==> src/rtl/id_hazard_sequencer.sv <==
// rtl/id_hazard_sequencer.sv - ID-stage hazard sequencer: stall/bubble/flush control with perf counters
//
// Purpose: decides per cycle whether to hold PC and IF/ID, inject a bubble into
// ID/EX, or flush IF/ID on a taken branch resolved in ID. Multi-cycle stalls
// (branch after load) are carried by a two-state FSM.
//
// Ports:
//   clk, rst                      clock, synchronous active-high reset
//   id_*                          IF/ID instruction fields and branch info
//   ex_reg_write/ex_mem_read/ex_dst   ID/EX control bits and destination
//   mem_mem_read/mem_dst          EX/MEM load bit and destination
//   ext_stall                     external freeze request
//   pc_hold, ifid_hold, idex_hold, idex_bubble, ifid_flush, pc_sel_branch
//                                 combinational pipeline control outputs
//   stall_cnt, flush_cnt          saturating performance counters

module id_hazard_sequencer #(
    parameter int CNT_W = 16
) (
    input  logic             clk,
    input  logic             rst,
    input  logic             id_valid,
    input  logic [4:0]       id_rs,
    input  logic [4:0]       id_rt,
    input  logic             id_uses_rs,
    input  logic             id_uses_rt,
    input  logic             id_is_branch,
    input  logic             branch_taken,
    input  logic             ex_reg_write,
    input  logic             ex_mem_read,
    input  logic [4:0]       ex_dst,
    input  logic             mem_mem_read,
    input  logic [4:0]       mem_dst,
    input  logic             ext_stall,
    output logic             pc_hold,
    output logic             ifid_hold,
    output logic             idex_hold,
    output logic             idex_bubble,
    output logic             ifid_flush,
    output logic             pc_sel_branch,
    output logic [CNT_W-1:0] stall_cnt,
    output logic [CNT_W-1:0] flush_cnt
);

    typedef enum logic {
        RUN   = 1'b0,
        STALL = 1'b1
    } state_t;

    state_t           state_q, state_d;
    logic [1:0]       rem_q, rem_d;
    logic [CNT_W-1:0] stall_cnt_q, flush_cnt_q;

    logic       rs_live, rt_live;
    logic       ex_match, mem_match;
    logic [1:0] need_n;

    // A source only counts when the instruction is real, actually reads it,
    // and it is not $zero (writes to r0 are discarded, so no dependency).
    assign rs_live   = id_valid && id_uses_rs && (id_rs != 5'd0);
    assign rt_live   = id_valid && id_uses_rt && (id_rt != 5'd0);
    assign ex_match  = (rs_live && (id_rs == ex_dst))  || (rt_live && (id_rt == ex_dst));
    assign mem_match = (rs_live && (id_rs == mem_dst)) || (rt_live && (id_rt == mem_dst));

    // Required stall count. Branches compare in ID, so they also wait on ALU
    // results in EX and on loads still in MEM; ordinary ops rely on forwarding
    // and only wait on a load in EX. Rules combine by maximum, never by sum.
    always_comb begin
        need_n = 2'd0;
        if (!id_is_branch) begin
            if (ex_mem_read && ex_match) begin
                need_n = 2'd1;
            end
        end else begin
            if (mem_mem_read && mem_match) begin
                need_n = 2'd1;
            end
            if (ex_reg_write && ex_match) begin
                need_n = ex_mem_read ? 2'd2 : 2'd1;
            end
        end
    end

    always_comb begin
        state_d       = state_q;
        rem_d         = rem_q;
        pc_hold       = 1'b0;
        ifid_hold     = 1'b0;
        idex_hold     = 1'b0;
        idex_bubble   = 1'b0;
        ifid_flush    = 1'b0;
        pc_sel_branch = 1'b0;

        if (rst) begin
            state_d = RUN;
            rem_d   = 2'd0;
        end else if (ext_stall) begin
            // Full freeze: nothing advances, FSM and rem hold their values.
            pc_hold   = 1'b1;
            ifid_hold = 1'b1;
            idex_hold = 1'b1;
        end else begin
            unique case (state_q)
                RUN: begin
                    if (need_n != 2'd0) begin
                        pc_hold     = 1'b1;
                        ifid_hold   = 1'b1;
                        idex_bubble = 1'b1;
                        rem_d       = need_n - 2'd1;
                        state_d     = (need_n > 2'd1) ? STALL : RUN;
                    end else if (id_is_branch && branch_taken) begin
                        pc_sel_branch = 1'b1;
                        ifid_flush    = 1'b1;
                    end
                end
                STALL: begin
                    // Hazards are not re-evaluated here; the count was fixed
                    // when the stall started.
                    pc_hold     = 1'b1;
                    ifid_hold   = 1'b1;
                    idex_bubble = 1'b1;
                    rem_d       = rem_q - 2'd1;
                    if (rem_q <= 2'd1) begin
                        rem_d   = 2'd0;
                        state_d = RUN;
                    end
                end
                default: begin
                    state_d = RUN;
                    rem_d   = 2'd0;
                end
            endcase
        end
    end

    always_ff @(posedge clk) begin
        if (rst) begin
            state_q     <= RUN;
            rem_q       <= 2'd0;
            stall_cnt_q <= '0;
            flush_cnt_q <= '0;
        end else begin
            state_q <= state_d;
            rem_q   <= rem_d;
            if (idex_bubble && (stall_cnt_q != {CNT_W{1'b1}})) begin
                stall_cnt_q <= stall_cnt_q + 1'b1;
            end
            if (ifid_flush && (flush_cnt_q != {CNT_W{1'b1}})) begin
                flush_cnt_q <= flush_cnt_q + 1'b1;
            end
        end
    end

    assign stall_cnt = stall_cnt_q;
    assign flush_cnt = flush_cnt_q;

endmodule

==> config.mk <==
export PLATFORM = sky130hd
export DESIGN_NAME = id_hazard_sequencer
export DESIGN_NICKNAME = d
export VERILOG_FILES = /design/src/rtl/id_hazard_sequencer.sv
export SDC_FILE = /design/constraint.sdc
export NUM_CORES = 1
export LEC_CHECK = 0
export CELL_PAD_IN_SITES_DETAIL_PLACEMENT = 0
export CELL_PAD_IN_SITES_GLOBAL_PLACEMENT = 1
export CORE_MARGIN = 1
export CORE_UTILIZATION = 29
export CTS_CLUSTER_DIAMETER = 200
export CTS_CLUSTER_SIZE = 10
export DETAILED_ROUTE_END_ITERATION = 10
export PLACE_DENSITY_LB_ADDON = 0.12
export SYNTH_ARGS = -nofsm -noshare
export SYNTH_HDL_FRONTEND = slang
export SYNTH_SLANG_ARGS = --single-unit
==> constraint.sdc <==
create_clock -name clk -period 2.9 [get_ports clk]
set_input_delay 0.435 -clock clk [delete_from_list [all_inputs] [get_ports clk]]
set_output_delay 0.435 -clock clk [all_outputs]
set_load 0.02 [all_outputs]
# Word level (Yosys, flattened, before mapping)
# Index checks and enable logic that the tools add are counted.
[classes]
n_addsub = 4
order_cmp = 2
eq_ne = 7
muxes = 25
n_bitwise = 2
n_reduce_logical = 20
[ops]
columns = ["op", "n"]
rows = [
  ["$add A16 B1 Y16 const B", 2],
  ["$ne A16 B16 Y1 const B", 2],
  ["$eq A5 B5 Y1", 4],
  ["$mux W1", 17],
  ["$logic_and A1 B1 Y1", 14],
  ["$mux W2", 5],
  ["$reduce_bool A5 Y1", 2],
  ["$pmux W1 S2", 2],
  ["$pmux W2 S2", 1],
  ["$sub A2 B1 Y2 const B", 2],
  ["$gt A2 B1 Y1 const B", 1],
  ["$le A2 B1 Y1 const B", 1],
  ["$logic_or A1 B1 Y1", 2],
  ["$ne A2 B2 Y1 const B", 1],
  ["$not A1 Y1", 2],
  ["$reduce_and A2 Y1", 1],
  ["$reduce_bool A2 Y1", 1],
]
[totals]
reg_bits = 35
elab_cells = 64

# Longest topological paths before layout
# Gate-level depths: netlist of the first run.
[logic_depth]
depth_word = 14
depth_mapped = 13

# Least setup slack after synthesis of the first run
# OpenSTA, ideal clock, no wires.
[synth_path]
path_kind = "in2reg"
from = "in id_rs[1]"
to = "reg stall_cnt_q[12], in the netlist stall_cnt[12]"
setup_time_ns = 0.128
arrival_ns = 3.011
required_time_ns = 2.772
path_slack_ns = -0.238
cell_stages = 13
n_path_buf = 1
path_cell_list = "or4_1 > o211ai_1 > nand4b_1 > a21boi_1 > o2bb2a_4 > ha_1 > nor2b_1 > nor3_4 > and3_1 > clkbuf_1 > and4_1 > xnor2_1 > nor2_1"
[synth_via]
elab_chain_cells = 14
elab_cells_between_ends = 21
[synth_lines]
columns = ["element", "line", "rtl"]
rows = [
  ["start, declared", "23", "input logic [4:0] id_rs,"],
  ["$reduce_bool A5 Y1", "60", "assign rs_live = id_valid && id_uses_rs && (id_rs != 5'd0);"],
  ["$logic_and A1 B1 Y1", "60", ""],
  ["$logic_and A1 B1 Y1", "63", "assign mem_match = (rs_live && (id_rs == mem_dst)) || (rt_live && (id_rt == mem_dst));"],
  ["$logic_or A1 B1 Y1", "63", ""],
  ["$logic_and A1 B1 Y1", "75", "if (mem_mem_read && mem_match) begin"],
  ["$mux W1", "75", ""],
  ["$mux W2", "78", "if (ex_reg_write && ex_match) begin"],
  ["$mux W2 (*)", "70", "if (!id_is_branch) begin"],
  ["$reduce_bool A2 Y1 (*)", "105", "if (need_n != 2'd0) begin"],
  ["$mux W1 (*)", "105", ""],
  ["$pmux W1 S2 (*)", "103", "unique case (state_q)"],
  ["$mux W1 (*)", "97", "end else if (ext_stall) begin"],
  ["$mux W1 (*)", "94", "if (rst) begin"],
  ["net idex_bubble", "38", "output logic idex_bubble,"],
  ["$logic_and A1 B1 Y1 (*)", "145", "if (idex_bubble && (stall_cnt_q != {CNT_W{1'b1}})) begin"],
  ["end signal, assigned", "146", "stall_cnt_q <= stall_cnt_q + 1'b1;"],
  ["end, declared", "52", "logic [CNT_W-1:0] stall_cnt_q, flush_cnt_q;"],
]
# Mark *: on every way through the listed nets, which the timed path passes. The rest lies on a longest branch.
# A chain may end at the register's enable or synchronous reset.

# Worst setup path after layout of the first run
[layout_path]
from = "in id_rs[1]"
to = "out idex_bubble"
[layout_via]
elab_chain_cells = 13
elab_cells_between_ends = 20
[layout_lines]
columns = ["element", "line"]
rows = [
  ["$reduce_bool A5 Y1", "60"],
  ["$logic_and A1 B1 Y1", "60"],
  ["$logic_and A1 B1 Y1", "63"],
  ["$logic_or A1 B1 Y1", "63"],
  ["$logic_and A1 B1 Y1", "75"],
  ["$mux W1", "75"],
  ["$mux W2", "78"],
  ["$mux W2 (*)", "70"],
  ["$reduce_bool A2 Y1 (*)", "105"],
  ["$mux W1 (*)", "105"],
  ["$pmux W1 S2 (*)", "103"],
  ["$mux W1 (*)", "97"],
  ["$mux W1 (*)", "94"],
  ["end, declared", "38"],
]
# Mark *: on every way between the ends. The rest lies on a longest branch, timed or not.

==> impl_metrics.csv, run 1 <==
group,metric,value,unit
outcome,status,"complete, but fails checks",
outcome,violations,"DRC",
floorplanning,die_h,84.9,um
synthesis,synth_fp_nets,270,
sta,fmax,351,MHz
critical_path,timing.critical_path.cells,"buf_6 > or4_4 > o211ai_1 > nand4b_1 > a21boi_2 > o2bb2a_4 > ha_4 > nor2b_4 > nor3_4 > buf_6",
critical_path,rrSetupSlack,1.02,ns
clock_network,hold_buffers,0,
min_path,hp-class,"reg -> reg",
synthesis,synth_edf_count,0,
floorplanning,die_w,84.9,um
run,maxCapViolations,0,
critical_path,critPathRequiredTime,2.47,ns
cells_and_area,layout_common_cells,"41 x clkdlybuf4s50_1, 36 x buf_4, 35 x dfxtp_1",
floorplanning,core,0.00649,sq mm
placement,place_inst,405,
clock_network,cts_root_buffer,"clkbuf_8",
critical_path,cpMostUsedCell,"buf_6",
routing,wire_per_inst,12.2,um
placement,dp_hpwl,3800,um
cells_and_area,fillers,661,
cells_and_area,syn2layout_area_growth,60.4,%
critical_path,crit_family,"simple AND/OR/NAND/NOR gates",
cells_and_area,num_antenna_cells,0,
sta,hold-worst-slack,0.533,ns
cells_and_area,stdcell_count,420,
clock_network,clkSlewWorstSetupHoldPaths,0.07,ns
synthesis,synth-async-reset-ratio,0,
sta,fin_crit_sh,0.982,
sta,timing.final.crit_period,2.85,ns
synthesis,ys.flop_type,"dfxtp_1",
critical_path,cp.arrival,2.41,ns
sta,final.setup.worst_slack,0.0508,ns
synthesis,synthCells,235,
sta,setup_viol_count_final,0,
floorplanning,start_util,0.307,
sta,hold_viol_final,0,
cells_and_area,final_common_cell,"clkdlybuf4s50_1",
synthesis,ys_ff_latch,35,
sta,slew_violations,0,
routing,postRouteWirelength,5130,um
routing,vias_per_cell,4.80,
synthesis,seq_area_frac_synth,0.352,
sta,tns,0,ns
clock_network,clk_path_buf_depth,2,
synthesis,synth.avg_cell_area,8.48,sq um
sta,rsz0062_at_grt,"true",
clock_network,clock-sinks,35,
placement,gp_congestion,0.748,
critical_path,end_kind,"primary output",
power,irDropWorstVdd,0.164,mV
sta,worst_pin_slew,0.329,ns
routing,route.detailed.drc,6,
critical_path,crit_path_start_kind,"input pin",
placement,portBuffers,68,
routing,drt_first_pass_iters,7,
clock_network,clock_latency,0.28,ns
power,power_density,300,mW/mm^2
critical_path,crit_buf_inv,2,
floorplanning,boundaryPins,69,
synthesis,ys_types,38,
grt,overflow,0,
synthesis,syn-cell-area,0.00199,sq mm
cells_and_area,post-route-util,0.492,
sta,skew,0.00718,ns
grt,grt_pass1_vias,1900,
floorplanning,die-area,0.00720,sq mm
critical_path,critPathMaxStageDelay,0.52,ns
critical_path,path_max_fanout,4,
grt,grt_use_total,0.150,
grt,grt_max_degree,26,
clock_network,cts_tree,"yes",
floorplanning,num_rows,29,
critical_path,crit_slowest_cell,"or4_4",
power,leakagePower,0.00121,uW
cells_and_area,drive_gt1_frac,0.239,
sta,max_slew_margin,0.780,
routing,vias,2014,
critical_path,critPathKind,"in -> out",
grt,grt_pass1_wl,8780,um
routing,ant_nets,0,
synthesis,ys_warn_count,0,
cells_and_area,final_nets,377,
placement,pre_cts_ws,-0.757,ns
routing,first_iter_violations,61,
grt,antenna_found_initial,0,
clock_network,cts_max_level,2,
clock_network,numCtsBuffers,5,
==> Yosys cell counts (all sizes together) (2+ instances only) <==
master	n	share of area
o211ai	2	0.0075
nor3	11	0.033
and4	6	0.026
xor2	19	0.084
nor2b	3	0.0094
and3	5	0.016
buf	2	0.0075
nand3	11	0.028
or3	4	0.013
mux2i	2	0.010
nor2	31	0.058
nand4	13	0.041
dfxtp	35	0.35
clkbuf	5	0.0094
ha	4	0.025
nand2	13	0.024
nor4	4	0.016
inv	6	0.011
a21oi	10	0.025
o21ai	8	0.022
or4	3	0.011
xnor2	25	0.11
==> metrics by stage <==
stage / cell area, sq um / power (uW)
after global routing: 3190 / 1010
after global placement: 3000 / 635
after floorplan: 2020 / 544
final: 3190 / 957
after CTS: 3130 / 974
after detailed placement: 3000 / 635
==> sequential cells by signal, indices dropped and copies added, names as in the netlist <==
register	flops
flush_cnt	16
state_q	1
rem_q	2
stall_cnt	16
==> worst min-delay path, cell delays in order, from the launching register on <==
cell and delay [ns]:
dfxtp_1 0.34, o21ai_0 0.08, a21oi_1 0.06
==> layer usage <==
layer / wire length, um / global-route usage
met5: 0 / 0
met4: 44 / 0.0416
met3: 201 / 0.0263
met2: 2430 / 0.254
met1: 2460 / 0.196
==> final cells by class <==
class	count	area [sq um]	share of cell area
repair buffers	107	940	0.294
well taps	77	96.3	0.0302
inverters	6	22.5	0.00705
clock inverters	1	5.00	0.00157
clock buffers	7	76.3	0.0239
flip-flops and latches	35	701	0.219
multi-input cells	187	1350	0.424
==> power breakdown <==
| group | switching (uW) | total, uW | internal [uW] |
|---|---|---|---|
| clock network | 173 | 342 | 169 |
| registers | 1.29 | 483 | 481 |
| logic | 57.5 | 133 | 75.3 |
==> cell families (layout without fill, tap and decap cells) <==
group	after synthesis	count (layout)	share of synthesized area
xor+xnor	44	44	0.193
simple gates	108	108	0.293
compound gates	29	29	0.0986
flops	35	35	0.352
mux	2	2	0.0101
buf+inv	13	121	0.0283
fa+ha+maj	4	4	0.0251
==> timing repair <==
action | 4_1_cts | 5_1_grt
gates resized for setup | 80 | 19
buffers inserted | 6 | 1
pin swaps | 27 | 23
endpoints found under the setup margin | 36 | 34
==> worst paths after layout <==
check                                   start  depth (start not counted)             to
worst max-delay path                 id_rs[1]                         10    idex_bubble
worst min-delay path            flush_cnt[13]                          2  flush_cnt[13]
worst max register to register   stall_cnt[6]                          7  stall_cnt[13]
worst min register to register  flush_cnt[13]                          2  flush_cnt[13]
Power figures use the tool's default switching activity.
==> inputs of run 2 (changes only) <==
--- a/config.mk
+++ b/config.mk
@@ -7,6 +7,7 @@
 export LEC_CHECK = 0
 export CELL_PAD_IN_SITES_DETAIL_PLACEMENT = 0
 export CELL_PAD_IN_SITES_GLOBAL_PLACEMENT = 1
+export CORE_ASPECT_RATIO = 1.25
 export CORE_MARGIN = 1
 export CORE_UTILIZATION = 29
 export CTS_CLUSTER_DIAMETER = 200
==> run 2 against run 1 <==
The flow now finishes without violations; cell area up 4.0%; first-iteration DRC count shrank 48%; combinational power grew 8%; hold slack worse by 0.0051 ns; wire length up 5.4%.
==> impl_metrics.csv, run 2 (synthesized netlist as in run 1, its figures left out) <==
group,metric,value,unit
grt,gr-usage-met3,0.0319,
clock_network,clkSlewWorstSetupHoldPaths,0.07,ns
floorplanning,die_h,94.7,um
clock_network,clock-sinks,35,
sta,worst_pin_slew,0.335,ns
sta,max_slew_margin,0.776,
critical_path,cp.arrival,2.44,ns
power,power_density,294,mW/mm^2
floorplanning,boundaryPins,69,
cells_and_area,layout_common_cells,"42 x clkdlybuf4s50_1, 40 x buf_4, 35 x dfxtp_1",
placement,pre_cts_ws,-0.790,ns
cells_and_area,multiInputGateArea,0.00143,sq mm
power,power.internal,730,uW
routing,route.detailed.drc,0,
sta,setup_viol_count_final,0,
cells_and_area,fillers,676,
cells_and_area,final_nets,382,
critical_path,crit_path_start_kind,"input pin",
clock_network,numCtsBuffers,5,
power,irDropWorstVdd,0.181,mV
grt,grt_pass1_vias,2034,
sta,tns,0,ns
routing,vias,2097,
cells_and_area,drive_gt1_frac,0.276,
sta,fin_crit_sh,0.993,
sta,rsz0062_at_grt,"true",
cells_and_area,syn2layout_area_growth,66.8,%
clock_network,cts_max_level,2,
critical_path,end_kind,"primary output",
critical_path,rrSetupSlack,0.95,ns
sta,final.setup.worst_slack,0.0203,ns
sta,slew_violations,0,
clock_network,cts_tree,"yes",
grt,grt_use_total,0.159,
placement,dp_hpwl,3990,um
clock_network,clock_latency,0.29,ns
floorplanning,num_rows,33,
cells_and_area,seqCellArea,701,sq um
sta,skew,0.0122,ns
floorplanning,core,0.00661,sq mm
grt,antenna_found_initial,0,
routing,drt_first_pass_iters,4,
power,swShare,0.252,
critical_path,critPathRequiredTime,2.47,ns
power,power_frac_seq,0.494,
sta,hold-worst-slack,0.528,ns
routing,vias_per_cell,4.82,
cells_and_area,final_common_cell,"clkdlybuf4s50_1",
grt,grt_pass1_wl,9270,um
placement,portBuffers,68,
outcome,status,"finished, final reports clean",
power,leakagePower,0.00124,uW
grt,met2_usage,0.304,
grt,grt_use_met1,0.177,
floorplanning,die_w,76.1,um
power,switching_power,246,uW
min_path,hp-class,"reg -> reg",
grt,busiest_layer,"met2",
sta,hold_viol_final,0,
critical_path,path_max_fanout,4,
routing,postRouteWirelength,5410,um
grt,grt_max_degree,25,
power,pwr-share-comb,0.147,
routing,ant_nets,0,
placement,gp_congestion,0.777,
sta,fmax,347,MHz
routing,first_iter_violations,32,
sta,timing.final.crit_period,2.88,ns
floorplanning,die-area,0.00721,sq mm
clock_network,clk_path_buf_depth,2,
routing,wire_per_inst,12.4,um
grt,overflow,0,
floorplanning,start_util,0.302,
run,maxCapViolations,0,
power,p_clk_frac,0.359,
critical_path,critPathKind,"in -> out",
cells_and_area,num_antenna_cells,0,
clock_network,cts_root_buffer,"clkbuf_8",
run 2: layer usage:
metal / vias up / wire, um
li1: 1057 / -
met2: 46 / 2830
met1: 988 / 2290
met3: 6 / 233
met5: - / 0
met4: 0 / 57
run 2: area by class of cell:
type | instances | share of cell area
clock inverters | 2 | 0.00377
clock buffers | 6 | 0.0218
multi-input cells | 188 | 0.429
repair buffers | 111 | 0.295
well taps | 87 | 0.0328
inverters | 6 | 0.00678
flip-flops and latches | 35 | 0.211
run 2: final timing paths:
check | startpoint | endpoint | depth (start not counted)
min reg2reg | flush_cnt[13] | flush_cnt[13] | 2
min | flush_cnt[13] | flush_cnt[13] | 2
max | id_rs[2] | idex_bubble | 10
max reg2reg | stall_cnt[6] | stall_cnt[6] | 7
run 2: stage by stage:
stage               utilization  power [uW]  cells  instance area (sq um)
floorplan                     -         544    235                   2020
global placement          0.457         639    416                   3020
detailed placement        0.457         639    416                   3020
CTS                       0.476         989    430                   3140
global route              0.503        1030    435                   3320
finish                    0.503         977    435                   3320
run 2: worst max-delay path: stages:
cell	delay (ns)
buf_6	0.09
or4_4	0.51
o211ai_1	0.25
nand4b_1	0.20
a21boi_2	0.08
o2bb2a_4	0.23
ha_4	0.17
nor2b_4	0.13
nor3_4	0.20
buf_6	0.15
run 2: what timing repair did:
action	CTS	global route
setup buffers	6	4
hold buffers	0	0
setup endpoints to repair	35	33
resized for setup	73	39
pin swaps	17	25
gates cloned	0	1
hold endpoints to repair	0	0
run 2: power by group through the flow:
stage | registers [uW] | clock network (uW) | logic [uW]
2_1_floorplan | 494 | 0 | 50.0
3_3_place_gp | 494 | 0 | 145
3_5_place_dp | 494 | 0 | 145
4_1_cts | 483 | 369 | 138
5_1_grt | 483 | 393 | 156
6_report | 483 | 351 | 143
==> inputs of run 3 (changes only) <==
--- a/config.mk
+++ b/config.mk
@@ -10,9 +10,11 @@
 export CORE_ASPECT_RATIO = 1.25
 export CORE_MARGIN = 1
 export CORE_UTILIZATION = 29
+export CTS_BUF_LIST = sky130_fd_sc_hd__clkbuf_16
 export CTS_CLUSTER_DIAMETER = 200
 export CTS_CLUSTER_SIZE = 10
 export DETAILED_ROUTE_END_ITERATION = 10
+export GPL_ROUTABILITY_DRIVEN = 0
 export PLACE_DENSITY_LB_ADDON = 0.12
 export SYNTH_ARGS = -nofsm -noshare
 export SYNTH_HDL_FRONTEND = slang
==> run 3 against run 2 <==
Maximum frequency decreased by 0.56%; critical path depth increased by 4; sequential share of layout area decreased by 0.14 points; cell area increased by 0.68%; register-to-register slack improved by 0.06 ns; clock-buffer cell count decreased by 1.
==> impl_metrics.csv, run 3 (synthesized netlist as in run 1, its figures left out) <==
group,metric,value,unit
floorplanning,die_w,76.1,um
routing,wire_per_inst,12.3,um
outcome,status,"finished, final reports clean",
grt,grt_pass1_wl,9430,um
grt,grt_max_degree,25,
clock_network,cts_root_buffer,"clkbuf_16",
sta,timing.final.crit_period,2.90,ns
critical_path,crit_start,"id_rs[2]",
grt,grt_pass1_vias,2086,
floorplanning,num_rows,33,
grt,grt_use_total,0.161,
power,p_clk_frac,0.450,
cells_and_area,num_antenna_cells,0,
power,leakagePower,0.00127,uW
routing,route.detailed.drc,0,
floorplanning,die_h,94.7,um
clock_network,cts_tree,"yes",
floorplanning,die-area,0.00721,sq mm
floorplanning,boundaryPins,69,
sta,slew_violations,0,
grt,overflow,0,
critical_path,critPathKind,"in -> reg",
sta,final.setup.worst_slack,0.00411,ns
sta,max_slew_margin,0.799,
routing,ant_nets,0,
critical_path,critPathRequiredTime,3.11,ns
min_path,hold_path.startpoint,"flush_cnt[13]",
sta,skew,0.00706,ns
clock_network,numCtsBuffers,5,
clock_network,clock-sinks,35,
sta,hold-worst-slack,0.524,ns
cells_and_area,post-route-util,0.506,
sta,fmax,345,MHz
power,power.internal,875,uW
sta,rsz0062_at_grt,"true",
placement,portBuffers,68,
cells_and_area,layout_common_cells,"41 x clkdlybuf4s50_1, 37 x buf_4, 35 x dfxtp_1",
critical_path,end_kind,"register",
power,irDropWorstVdd,0.192,mV
placement,pre_cts_ws,-0.790,ns
floorplanning,start_util,0.302,
critical_path,crit_path_start_kind,"input pin",
cells_and_area,final_common_cell,"clkdlybuf4s50_1",
cells_and_area,final_nets,382,
min_path,hp-class,"reg -> reg",
routing,drt_first_pass_iters,4,
routing,vias_per_cell,4.77,
sta,fin_crit_sh,0.999,
sta,tns,0,ns
routing,first_iter_violations,19,
power,power_density,338,mW/mm^2
cells_and_area,drive_gt1_frac,0.264,
routing,postRouteWirelength,5370,um
critical_path,path_max_fanout,6,
cells_and_area,syn2layout_area_growth,67.9,%
run,maxCapViolations,0,
critical_path,reg2reg_from,"stall_cnt[6]",
clock_network,clk_path_buf_depth,2,
routing,vias,2077,
power,switching_power,257,uW
power,power_frac_seq,0.427,
grt,antenna_found_initial,0,
critical_path,cp.arrival,3.11,ns
sta,setup_viol_count_final,0,
floorplanning,core,0.00661,sq mm
power,pwr-share-comb,0.123,
power,swShare,0.227,
clock_network,clock_latency,0.28,ns
placement,dp_hpwl,3990,um
clock_network,cts_max_level,2,
sta,hold_viol_final,0,
clock_network,clkSlewWorstSetupHoldPaths,0.06,ns
sta,worst_pin_slew,0.300,ns
==> run 3: cell count changes in the layout (fill, tap and decap cells not counted), sizes merged <==
cell,delta
inv,+1
clkdlybuf4s50,-1
clkdlybuf4s15,+1
dlygate4sd2,+1
o21ai,-1
clkbuf,-1
==> run 3: layout make-up <==
type | count | area [sq um]
clock buffers | 5 | 125
clock inverters | 3 | 16.3
fillers | 668 | 3260
inverters | 6 | 22.5
multi-input cells | 187 | 1380
flip-flops and latches | 35 | 701
well taps | 87 | 109
repair buffers | 112 | 995
==> run 3: repair_timing <==
item                       4_1_cts  5_1_grt
resized for setup               75       31
setup endpoints to repair       36       35
setup buffers                    8        3
hold buffers                     0        0
pin swaps                       26       20
==> run 3: critical path, stage by stage <==
cell,delay [ns]
buf_6,0.09
or4_4,0.51
o211ai_1,0.23
nand4b_1,0.20
a21boi_2,0.08
o2bb2a_4,0.23
ha_4,0.16
nor2b_4,0.13
nor3_4,0.20
buf_6,0.15
o21ai_4,0.09
buf_6,0.14
or3_1,0.33
a21oi_1,0.12
==> run 3: path summary, 6_finish.rpt <==
path / cells after the start / end / slack, ns
min reg2reg: 2 / flush_cnt[13] / 0.52
max: 14 / stall_cnt[3] / 0.004
min: 2 / flush_cnt[13] / 0.52
max reg2reg: 7 / stall_cnt[11] / 1.01
==> run 3: metal layers <==
| metal | routed length, um | global-route usage |
|---|---|---|
| met2 | 2810 | 0.308 |
| met3 | 258 | 0.0319 |
| met4 | 52 | 0.0481 |
| met1 | 2240 | 0.180 |
| met5 | 0 | 0 |
==> run 3: metrics by stage <==
step	instances	area (sq um)	total power, uW
after global routing	435	3340	1190
after floorplan	235	2020	544
final	435	3340	1130
after CTS	432	3220	1150
after detailed placement	416	3020	639
after global placement	416	3020	639
==> run 3: power by group through the flow <==
| stage | Clock (uW) | Sequential, uW | Combinational, uW |
|---|---|---|---|
| after global placement | 0 | 494 | 145 |
| final | 509 | 484 | 139 |
| after floorplan | 0 | 494 | 50.0 |
| after detailed placement | 0 | 494 | 145 |
| after CTS | 531 | 483 | 137 |
| after global routing | 555 | 483 | 152 |
